===== src/rtl/fetch_controller.sv =====
// Instruction fetch sequencer: IDLE -> FETCH -> LOAD -> EXEC loop with HALT/FAULT sinks.
// Every output is decoded from registered state, so no input reaches an output combinationally.
module fetch_controller #(
    parameter int                    ADDR_WIDTH  = 16,
    parameter int                    INSTR_WIDTH = 16,
    parameter logic [ADDR_WIDTH-1:0] RESET_PC    = '0,
    parameter int                    TIMEOUT     = 8,
    parameter logic [3:0]            HALT_OPCODE = 4'hF
) (
    input  logic                   clk,
    input  logic                   reset,
    input  logic                   start,
    output logic                   imem_req,
    output logic [ADDR_WIDTH-1:0]  imem_addr,
    input  logic                   imem_ready,
    input  logic [INSTR_WIDTH-1:0] imem_rdata,
    output logic                   ir_load,
    output logic [INSTR_WIDTH-1:0] ir_wdata,
    output logic                   exec_start,
    input  logic                   exec_done,
    input  logic                   branch_taken,
    input  logic [ADDR_WIDTH-1:0]  branch_target,
    output logic [ADDR_WIDTH-1:0]  pc,
    output logic [2:0]             state,
    output logic                   halted,
    output logic                   fault
);
    typedef enum logic [2:0] {
        S_IDLE  = 3'd0,
        S_FETCH = 3'd1,
        S_LOAD  = 3'd2,
        S_EXEC  = 3'd3,
        S_HALT  = 3'd4,
        S_FAULT = 3'd5
    } state_t;

    localparam int CW = $clog2(TIMEOUT + 1);

    state_t                 state_q, state_d;
    logic [ADDR_WIDTH-1:0]  pc_q, pc_d;
    logic [INSTR_WIDTH-1:0] ir_q, ir_d;
    logic [CW-1:0]          cnt_q, cnt_d;
    logic                   exec_first_q;

    always_ff @(posedge clk or posedge reset) begin
        if (reset) begin
            state_q      <= S_IDLE;
            pc_q         <= RESET_PC;
            ir_q         <= '0;
            cnt_q        <= '0;
            exec_first_q <= 1'b0;
        end else begin
            state_q      <= state_d;
            pc_q         <= pc_d;
            ir_q         <= ir_d;
            cnt_q        <= cnt_d;
            // Marks the first EXEC cycle so exec_start is a single pulse.
            exec_first_q <= (state_q == S_LOAD) && (state_d == S_EXEC);
        end
    end

    always_comb begin
        state_d = state_q;
        pc_d    = pc_q;
        ir_d    = ir_q;
        cnt_d   = cnt_q;
        case (state_q)
            S_IDLE: begin
                if (start) begin
                    state_d = S_FETCH;
                    cnt_d   = '0;
                end
            end
            S_FETCH: begin
                // Ready in the last allowed cycle still counts as a successful fetch.
                if (imem_ready) begin
                    ir_d    = imem_rdata;
                    cnt_d   = '0;
                    state_d = S_LOAD;
                end else begin
                    cnt_d = cnt_q + CW'(1);
                    if (cnt_q == CW'(TIMEOUT - 1))
                        state_d = S_FAULT;
                end
            end
            S_LOAD: begin
                if (ir_q[INSTR_WIDTH-1 -: 4] == HALT_OPCODE)
                    state_d = S_HALT;
                else
                    state_d = S_EXEC;
            end
            S_EXEC: begin
                if (exec_done) begin
                    pc_d    = branch_taken ? branch_target : pc_q + ADDR_WIDTH'(1);
                    cnt_d   = '0;
                    state_d = S_FETCH;
                end
            end
            S_HALT:  state_d = S_HALT;
            S_FAULT: state_d = S_FAULT;
            default: state_d = S_IDLE;
        endcase
    end

    assign imem_req   = (state_q == S_FETCH);
    assign imem_addr  = pc_q;
    assign ir_load    = (state_q == S_LOAD);
    assign ir_wdata   = ir_q;
    assign exec_start = exec_first_q;
    assign pc         = pc_q;
    assign state      = state_q;
    assign halted     = (state_q == S_HALT);
    assign fault      = (state_q == S_FAULT);

endmodule


===== config.mk =====
export PLATFORM = sky130hd
export DESIGN_NAME = fetch_controller
export DESIGN_NICKNAME = d
export VERILOG_FILES = /design/src/rtl/fetch_controller.sv
export SDC_FILE = /design/constraint.sdc
export NUM_CORES = 1
export LEC_CHECK = 0
export ABC_AREA = 1
export BUFFER_PORTS_ARGS = -buffer_cell sky130_fd_sc_hd__buf_2
export CELL_PAD_IN_SITES_DETAIL_PLACEMENT = 2
export CELL_PAD_IN_SITES_GLOBAL_PLACEMENT = 2
export CORE_UTILIZATION = 28
export DETAILED_ROUTE_END_ITERATION = 16
export GPL_TIMING_DRIVEN = 0
export HOLD_SLACK_MARGIN = 0.12
export PLACE_DENSITY_LB_ADDON = 0.1
export SYNTH_ARGS = -nofsm -noshare
export SYNTH_HDL_FRONTEND = slang
export SYNTH_SLANG_ARGS = --single-unit

===== constraint.sdc =====
create_clock -name clk -period 3.07 [get_ports clk]
set_input_delay 0.4605 -clock clk [delete_from_list [all_inputs] [get_ports clk]]
set_output_delay 0.4605 -clock clk [all_outputs]
set_load 0.03 [all_outputs]

Yosys cells after proc, flatten, opt, wreduce, memory -nomap -nowiden
Index checks and enable logic that the tools add are counted.
{"block": "classes", "n_mux": 11, "order_cmp": 0, "n_bitwise": 0, "multipliers": 0, "shifts": 0, "n_eq_ne": 10, "div": 0, "n_addsub": 2, "n_reduce_logical": 6}
{"op": "$pmux 3 s6", "count": 1}
{"op": "$add 16x1->16 const B", "count": 1}
{"op": "$mux 16", "count": 1}
{"op": "$mux 3", "count": 5}
{"op": "$mux 4", "count": 3}
{"op": "$pmux 4 s3", "count": 1}
{"op": "$eq 3x2->1 const B", "count": 3}
{"op": "$eq 3x3->1 const B", "count": 2}
{"op": "$add 4x1->4 const B", "count": 1}
{"op": "$eq 4x3->1 const B", "count": 1}
{"op": "$eq 4x4->1 const B", "count": 1}
{"op": "$ne 2x2->1 const B", "count": 2}
{"op": "$reduce_and 2->1", "count": 2}
{"op": "$eq 3x1->1 const B", "count": 1}
{"op": "$logic_not 3->1", "count": 1}
{"op": "$reduce_and 3->1", "count": 1}
{"op": "$reduce_bool 3->1", "count": 1}
{"op": "$logic_and 1x1->1", "count": 1}
{"block": "word_totals", "wordCells": 34, "input_bits": 38, "latchBits": 0, "romBits": 0, "out_inout_bits": 56, "reg_bits": 40, "mem_bits_rw": 0, "n_memories": 0}

Depth between registers and ports, before layout
Gate-level depths: netlist of run 1.
{"block": "depth", "ltp_word": 6, "depth_mapped": 9, "depth_no_buf": 9}

Least setup slack after synthesis of run 1
No wires, ideal clock.
{"block": "synth_path", "kind": "flip-flop to output port", "start": "reg state_q[2], in the netlist state[2]", "end": "out halted", "slack_ns": 1.208, "path_buffers": 0, "t_required_ns": 2.609, "stages_incl_launch_ff": 3, "arrival_time_ns": 1.401, "cell_sequence": "dfrtp_1 -> inv_1 -> nor3_1"}
{"block": "synth_via", "elab_chain_len": 1}
{"element": "from (decl)", "line": "39", "rtl": "state_t state_q, state_d;"}
{"element": "from (signal assigned)", "line": "53", "rtl": "state_q <= state_d;"}
{"element": "$eq 3x3->1", "line": "112", "rtl": "assign halted = (state_q == S_HALT);"}
{"element": "to (decl)", "line": "25", "rtl": "output logic halted,"}
No other way between the ends.

Worst setup path after layout of run 1
{"block": "layout_path", "start": "reg state_q[2], in the netlist state[2]", "end": "out imem_req"}
{"block": "layout_via", "elab_chain_len": 1}
{"element": "$eq 3x1->1", "line": "105", "rtl": "assign imem_req = (state_q == S_FETCH);"}
{"element": "to (decl)", "line": "13", "rtl": "output logic imem_req,"}
No other way between the ends.

==> out/metrics.cfg, run 1 <==
[global_routing]
antenna_found_initial = 1
grt_start_max_net_pins = 31
grt_pass1_wl_um = 13200
grt_pass1_vias = 2745
globalRouteOverflowTotal = 0
grt_usage_pct = 19.3

[placement]
dp_hpwl_um = 6160
placed_cells = 522
place_area_mm2 = 0.00297
gp_congestion = 0.747
port_buffers = 93
dp_slack_ps = 1340

[floorplanning]
dieArea_mm2 = 0.00879
core-area_mm2 = 0.00818
ios = 94
num_rows = 33
die_w_um = 93.8
dieHeight_um = 93.8
start_util_pct = 28.8

[yosys]
ys_types = 32
ys_seq_elements = 40
ys.warnings.count = 0
synthesis.area_mm2 = 0.00236
yosysSeqAreaShare_pct = 42.5
synth_edf_count = 0
syn_inst = 323
syn-num-nets = 363
synthFlopType = dfrtp_1
ys_async_sr_fraction_pct = 100
synth_area_per_cell_um2 = 7.30
yosysTopAreaCell = dfrtp_1
synth_area_leaders = dfrtp_1 42%, nand2_1 16%, nand3_1 7.4%, buf_4 5.4%, nor2_1 5.1%
synth_top_area_share_pct = 42.5

[power]
p_total_mw = 3.44
p_per_area_mw_per_mm2 = 1110
leakagePower_nw = 1.74
ir_drop_mv = 0.352

[final_layout]
instances_no_fill = 531
final_cell_area_mm2 = 0.00310
area.growth.synth_to_final_pct = 31.3
final_common_cell = nand2_1
final_cell_mix = 101 x nand2_1, 99 x buf_2, 40 x dfrtp_1
nNetsFinal = 465
utilization_pct = 37.9
drive_above_1_share_pct = 34.0
diodes = 0

[setup_path]
end_kind = output pin
path_delay_family = buffers and inverters
start_kind = register
crit_type = register to output pin
critPathArrivalTime_ps = 1580
cpMaxStageDelayCell = dfrtp_1
critPathBufInv = 3
required_ps = 2610
max_stage_delay_ps = 460
crit_chain = nor2_4 -> nand2_2 -> inv_4 -> buf_4 -> buf_2
cp_max_fo = 10

[timing]
min_period_ps = 2040
period_share_pct = 66.3
fin_skew_ps = 7.35
max_slew_margin_pct = 77.7
hold_viol = 0
rsz0062_at_grt = false
slew_violations = 0
tightest_slew_ps = 333
max_freq_ghz = 0.491
setup_tns_ps = 0
setup_slack_ps = 1030
setup_viol = 0
fin_hold_ws_ps = 389

[detailed_routing]
drt_iter0_drc = 43
num_vias = 2493
firstDrtPassIters = 4
drc = 0
final_antenna_net_count = 0
wl_per_cell_um = 14.9
routed_wl_um = 7910
routed_via_density = 4.69

[worst_hold_path]
hp-class = input port to register

[clock_network]
clock_latency_ps = 300
cts_tree = yes
cts_root_buf = clkbuf_8
clock_sinks = 40
clk_pin_slew_ps = 90
cts_setup_buffers = 0
h-tree-depth = 2
cts_buffers = 5
clk_path_buf_depth = 2

[job]
drv_cap = 0

[status]
status = finished clean

-- cell usage after synthesis (2+ instances only) --
cell type	count
buf_2	6
inv_2	3
buf_4	17
ha_1	2
nand4_1	5
o22ai_1	3
or2_2	2
buf_6	3
a21oi_1	9
nand3_1	35
o21ai_0	13
dfrtp_1	40
inv_1	30
nand2_1	101
o21ai_1	5
nor2_1	32
nor2_2	2
-- worst reg2reg max path, stage by stage, from the launching register on --
cell and delay (ps):
dfrtp_1 450, ha_1 230, nand3_1 100, nor2_2 220
inv_1 90, o21ai_0 200, nand3_1 110, nand2_1 70
nand2_1 40
-- kinds of logic after synthesis --
family                   Yosys count  synth area share [%]
adder cells (fa/ha/maj)            2                  1.06
AND/OR/NAND/NOR                  183                  33.2
flip-flops                        40                  42.5
buffers and inverters             60                  13.6
AO/OA/AOI/OAI                     38                  9.66
-- final cells by class --
type / count / area (um^2)
fill: 1045 / 5080
inverter: 34 / 130
clock buffer: 5 / 68.8
multi-input combinational: 223 / 1030
timing repair buffer: 95 / 495
tap: 105 / 131
buffer: 26 / 191
clock inverter: 3 / 42.5
sequential: 40 / 1000
-- path summary, 6_finish.rpt --
path	slack [ps]	endpoint	startpoint	depth (start not counted)
max reg2reg	1450	imem_addr[8]	imem_addr[1]	8
min	390	ir_wdata[10]	imem_rdata[10]	3
max	1030	imem_req	state[2]	5
min in group asynchronous	650	imem_addr[0]	reset	3
max in group asynchronous	1970	state[0]	reset	4
min reg2reg	480	ir_wdata[1]	ir_wdata[1]	2
-- repair_timing --
| item | CTS | global route |
|---|---|---|
| hold endpoints to repair | 10 | 0 |
| hold buffers | 1 | 0 |
| gates resized for setup | 0 | 0 |
-- where the power goes --
| group | switching (mW) | leakage [nW] | internal, mW |
|---|---|---|---|
| registers | 0.270 | 0.494 | 0.756 |
| logic | 1.34 | 1.19 | 0.620 |
| clock network | 0.210 | 0.0541 | 0.241 |
-- per-layer routing --
metal / track usage (%) / vias to the layer above / wire (um)
li1: - / 1214 / -
met1: 21.7 / 1217 / 3240
met2: 37.5 / 58 / 4280
met3: 3.48 / 4 / 340
met4: 3.72 / 0 / 51
met5: 0 / - / 0
-- sequential cells by signal, summed over array words and instances (netlist names) --
name	count
state	3
cnt_q	4
imem_addr	16
exec_start	1
ir_wdata	16
Power figures use the tool's default switching activity.
==> run 2: changes to the inputs <==
Settings changed: CORE_UTILIZATION 28 to 26.
Clock period 3.07 ns to 2 ns, I/O delays scaled along.
==> out/metrics.cfg, run 2 (synthesized netlist as in run 1, its figures left out) <==
[setup_path]
crit_chain = inv_2 -> nand2_2 -> inv_4 -> buf_4 -> buf_2
start_kind = register
end_kind = output pin
required_ps = 1700  ; -910 ps
r2r_slack_ps = 440  ; -1010 ps
crit_type = register to output pin
max_stage_delay_ps = 490  ; +30 ps
cpMaxStageDelayCell = dfrtp_1
critPathArrivalTime_ps = 1570  ; about the same
critPathBufInv = 4  ; +1
path_delay_family = buffers and inverters
cp_max_fo = 10  ; unchanged

[timing]
tightest_slew_ps = 321  ; -11.8 ps
slew_violations = 0  ; unchanged
fin_hold_ws_ps = 230  ; -160 ps
max_slew_margin_pct = 78.5  ; +0.79 points
period_share_pct = 93.3
rsz0062_at_grt = false
fin_skew_ps = 3.31  ; -4.04 ps
min_period_ps = 1870
setup_viol = 0  ; unchanged
max_freq_ghz = 0.536
hold_viol = 0  ; unchanged
setup_tns_ps = 0  ; unchanged

[detailed_routing]
dr_wl_met3_um = 432  ; +27%
num_vias = 2491  ; -0.080%
drc = 0  ; unchanged
wl_per_cell_um = 14.3  ; -3.7%
drt_iter0_drc = 41  ; -4.7%
top_layer = met4
routed_wl_um = 7670  ; -2.9%
wl_met2_um = 3950  ; -7.6%
routed_via_density = 4.66  ; -0.83%
met1_length_um = 3210  ; -0.83%
final_antenna_net_count = 0  ; unchanged
firstDrtPassIters = 4  ; unchanged

[placement]
gp_congestion = 0.763  ; +2.0%
dp_hpwl_um = 5910  ; -4.1%
port_buffers = 93  ; unchanged
place_area_mm2 = 0.00298  ; +0.13%

[job]
drv_cap = 0  ; unchanged

[power]
leakagePower_nw = 1.74  ; -0.28%
p_per_area_mw_per_mm2 = 1670  ; +50%
ir_drop_mv = 0.648  ; +84%

[clock_network]
clock_sinks = 40  ; unchanged
cts_root_buf = clkbuf_8
cts_tree = yes
ctsResizeCount = 0  ; unchanged
cts_buffers = 5  ; unchanged
clk_pin_slew_ps = 80  ; about the same
clock_latency_ps = 290  ; about the same
h-tree-depth = 2  ; unchanged
clk_path_buf_depth = 2  ; unchanged

[final_layout]
final_cell_area_mm2 = 0.00309  ; -0.20%
final_cell_mix = 101 x nand2_1, 99 x buf_2, 40 x dfrtp_1
final_common_cell = nand2_1
nNetsFinal = 466  ; +0.22%
n_fill_cell = 1095  ; +4.8%
area.growth.synth_to_final_pct = 31.1
utilization_pct = 35.3  ; -2.6 points
drive_above_1_share_pct = 34.0  ; -0.080 points
diodes = 0  ; unchanged

[global_routing]
grt_pass1_vias = 2658  ; -3.2%
grt_pass1_wl_um = 12900  ; -2.8%
antenna_found_initial = 0  ; -1
grt_start_max_net_pins = 34  ; +9.7%
grt_usage_pct = 16.9  ; -2.4 points
globalRouteOverflowTotal = 0  ; unchanged

[floorplanning]
ios = 94  ; unchanged
die_w_um = 97.2  ; +3.7%
num_rows = 34  ; +3.0%
start_util_pct = 26.9  ; -1.9 points
dieHeight_um = 97.2  ; +3.7%
dieArea_mm2 = 0.00945  ; +7.5%
core-area_mm2 = 0.00876  ; +7.2%

[status]
status = finished clean

[worst_hold_path]
hp-class = input port to register

-- run 2: cell count changes in the layout (fill, tap and decap cells not counted) --
| cell | previous run | this run |
|---|---|---|
| bufinv_16 | 1 | 0 |
| clkbuf_8 | 5 | 6 |
| clkinv_2 | 1 | 0 |
| clkbuf_1 | 0 | 1 |
| buf_4 | 17 | 18 |
-- run 2: layer usage --
metal,GRT usage (%),vias up
met4,4.07,0
met3,3.45,9
li1,-,1226
met1,20.1,1198
met2,30.8,58
met5,0,-
-- run 2: worst min-delay path: cells and delay by family --
kind | cells | cell delay (ps)
AND/OR/NAND/NOR | 2 | 120
buffers and inverters | 1 | 70
-- run 2: per-stage QoR --
step                total power [mW]  std cells  setup WS [ps]
finish                          5.16        535            135
global route                    5.58        535           9.02
CTS                             5.24        534            108
detailed placement              4.64        525            388
global placement                4.55        524           1.64
floorplan                       3.69        323            299
-- run 2: layout make-up --
type	instances	area (um^2)	area share [%]
multi-input combinational	223	1030	33.5
buffer	26	191	6.20
clock inverter	1	7.51	0.243
clock buffer	7	86.3	2.79
sequential	40	1000	32.4
timing repair buffer	96	503	16.3
tap	108	135	4.37
inverter	34	130	4.21
-- run 2: worst paths after layout --
check	from	end	cells past startpoint
worst max-delay path	state[1]	imem_req	5
worst min-delay path	imem_rdata[7]	ir_wdata[7]	3
worst max register to register	imem_addr[0]	imem_addr[8]	8
worst min register to register	ir_wdata[9]	ir_wdata[9]	2
max in group asynchronous	reset	imem_addr[4]	4
min in group asynchronous	reset	ir_wdata[4]	3
-- run 2: where the power goes --
group	switching (mW)	internal (mW)	total [mW]	leakage [nW]
sequential	0.397	1.16	1.56	0.494
clock	0.305	0.281	0.586	0.0445
combinational	2.05	0.966	3.01	1.20
total	2.75	2.41	5.16	1.74
-- run 2: timing repair --
action / in CTS / in global routing
setup endpoints to repair: 0 / 1
hold buffers: 1 / 0
setup buffers: 0 / 1
endpoints found under the hold margin: 7 / 0
==> run 3: changes to the inputs <==
Settings changed: REMOVE_ABC_BUFFERS from default to 1.
==> out/metrics.cfg, run 3 (synthesized netlist as in run 1, its figures left out) <==
[timing]
fin_skew_ps = 4.15  ; +0.842 ps
period_share_pct = 89.8  ; -3.5 points
setup_slack_ps = 205  ; +69.8 ps
max_freq_ghz = 0.557  ; +3.9%
min_period_ps = 1800  ; -69.8 ps
tightest_slew_ps = 811  ; +490 ps
hold_viol = 0  ; unchanged
setup_viol = 0  ; unchanged
rsz0062_at_grt = false
slew_violations = 0  ; unchanged
max_slew_margin_pct = 45.9  ; -33 points

[status]
status = finished clean

[detailed_routing]
final_antenna_net_count = 0  ; unchanged
wl_per_cell_um = 14.5  ; +1.2%
routed_via_density = 4.75  ; +1.9%
routed_wl_um = 7370  ; -3.9%
drc = 0  ; unchanged
drt_iter0_drc = 40  ; -2.4%
num_vias = 2411  ; -3.2%
firstDrtPassIters = 4  ; unchanged

[global_routing]
grt_start_max_net_pins = 34  ; unchanged
grt_pass1_vias = 2522  ; -5.1%
grt_usage_pct = 16.5  ; -0.32 points
grt_pass1_wl_um = 12600  ; -2.2%
globalRouteOverflowTotal = 0  ; unchanged
antenna_found_initial = 1  ; +1

[final_layout]
n_fill_cell = 1089  ; -0.55%
nNetsFinal = 439  ; -5.8%
diodes = 0  ; unchanged
drive_above_1_share_pct = 29.8  ; -4.2 points
final_common_cell = nand2_1
area.growth.synth_to_final_pct = 24.3
utilization_pct = 33.4  ; -1.8 points
final_cell_mix = 101 x nand2_1, 93 x buf_2, 40 x dfrtp_1

[clock_network]
clock_latency_ps = 300  ; about the same
cts_root_buf = clkbuf_8
clock_sinks = 40  ; unchanged
cts_buffers = 5  ; unchanged
cts_setup_buffers = 0  ; unchanged
clk_pin_slew_ps = 80  ; about the same
h-tree-depth = 2  ; unchanged
clk_path_buf_depth = 2  ; unchanged
cts_tree = yes

[setup_path]
crit_type = register to output pin
endpoint = imem_req
required_ps = 1700  ; about the same
reg2reg_from = state[2]
critPathArrivalTime_ps = 1500  ; -70 ps
start_kind = register
crit_path_start = state[2]
r2r_slack_ps = 390  ; -50 ps
worst_r2r_path_depth = 7  ; -1
rr_endpoint = imem_addr[11]
end_kind = output pin
cp_max_fo = 18  ; +8

[power]
p_per_area_mw_per_mm2 = 1720  ; +3.1%
leakagePower_nw = 1.63  ; -6.2%
ir_drop_mv = 0.444  ; -31%

[placement]
dp_hpwl_um = 5380  ; -8.9%
gp_congestion = 0.775  ; +1.6%
port_buffers = 93  ; unchanged
dp_slack_ps = 46.7  ; -341 ps

[floorplanning]
num_rows = 34  ; unchanged
die_w_um = 97.2  ; unchanged
core-area_mm2 = 0.00876  ; unchanged
start_util_pct = 26.9  ; unchanged
dieHeight_um = 97.2  ; unchanged
ios = 94  ; unchanged
dieArea_mm2 = 0.00945  ; unchanged

[job]
drv_cap = 0  ; unchanged

[worst_hold_path]
hp-class = input port to register

==> run 3: through the flow <==
| stage | TNS, ps | hold slack [ps] | instances | instance area (um^2) | total power [mW] |
|---|---|---|---|---|---|
| global placement | -2270 | 449 | 498 | 2770 | 4.26 |
| floorplan | 0 | 398 | 297 | 2170 | 3.40 |
| finish | 0 | 226 | 508 | 2930 | 5.05 |
| detailed placement | 0 | 229 | 499 | 2790 | 4.35 |
| global route | 0 | 233 | 508 | 2930 | 5.44 |
| CTS | 0 | 219 | 508 | 2920 | 5.14 |
==> run 3: how the worst min path moves through the flow <==
stage,cells after the start,from,to
after detailed placement,2,reset,ir_wdata[6]
after global routing,3,imem_rdata[0],ir_wdata[0]
after CTS,3,imem_rdata[15],ir_wdata[15]
after global placement,2,ir_wdata[4],ir_wdata[4]
final,3,imem_rdata[11],ir_wdata[11]
after floorplan,1,imem_ready,cnt_q[0]
==> run 3: worst max-delay path, stage by stage (launching register included) <==
cell,delay [ps]
dfrtp_1,460
nor2_4,180
nand2_2,120
inv_4,190
buf_2,240
==> run 3: metal layers <==
metal / vias to the layer above / routed length, um / GRT usage [%]
li1: 1169 / - / -
met1: 1173 / 3190 / 20.1
met2: 59 / 3710 / 29.2
met3: 8 / 381 / 4.03
met4: 2 / 77 / 4.07
met5: - / 17 / 0
==> run 3: final cells by class <==
cell class,instances,area (um^2),area share (%)
Clock buffer,7,96.3,3.29
Sequential cell,40,1000,34.2
Timing Repair Buffer,95,495,16.9
Tap cell,108,135,4.61
Multi-Input combinational cell,223,1040,35.6
Clock inverter,1,30.0,1.02
Inverter,34,130,4.44
==> run 3: power breakdown <==
group | total, mW | switching, mW | leakage, nW | internal, mW
clock | 0.763 | 0.322 | 0.0645 | 0.441
combinational | 2.73 | 2.00 | 1.07 | 0.731
sequential | 1.55 | 0.394 | 0.494 | 1.16
==> run 3: timing repair <==
action / 4_1_cts / 5_1_grt
setup endpoints to repair: 0 / 4
hold buffers: 1 / 0
resized for setup: 0 / 1
hold endpoints to repair: 7 / 0
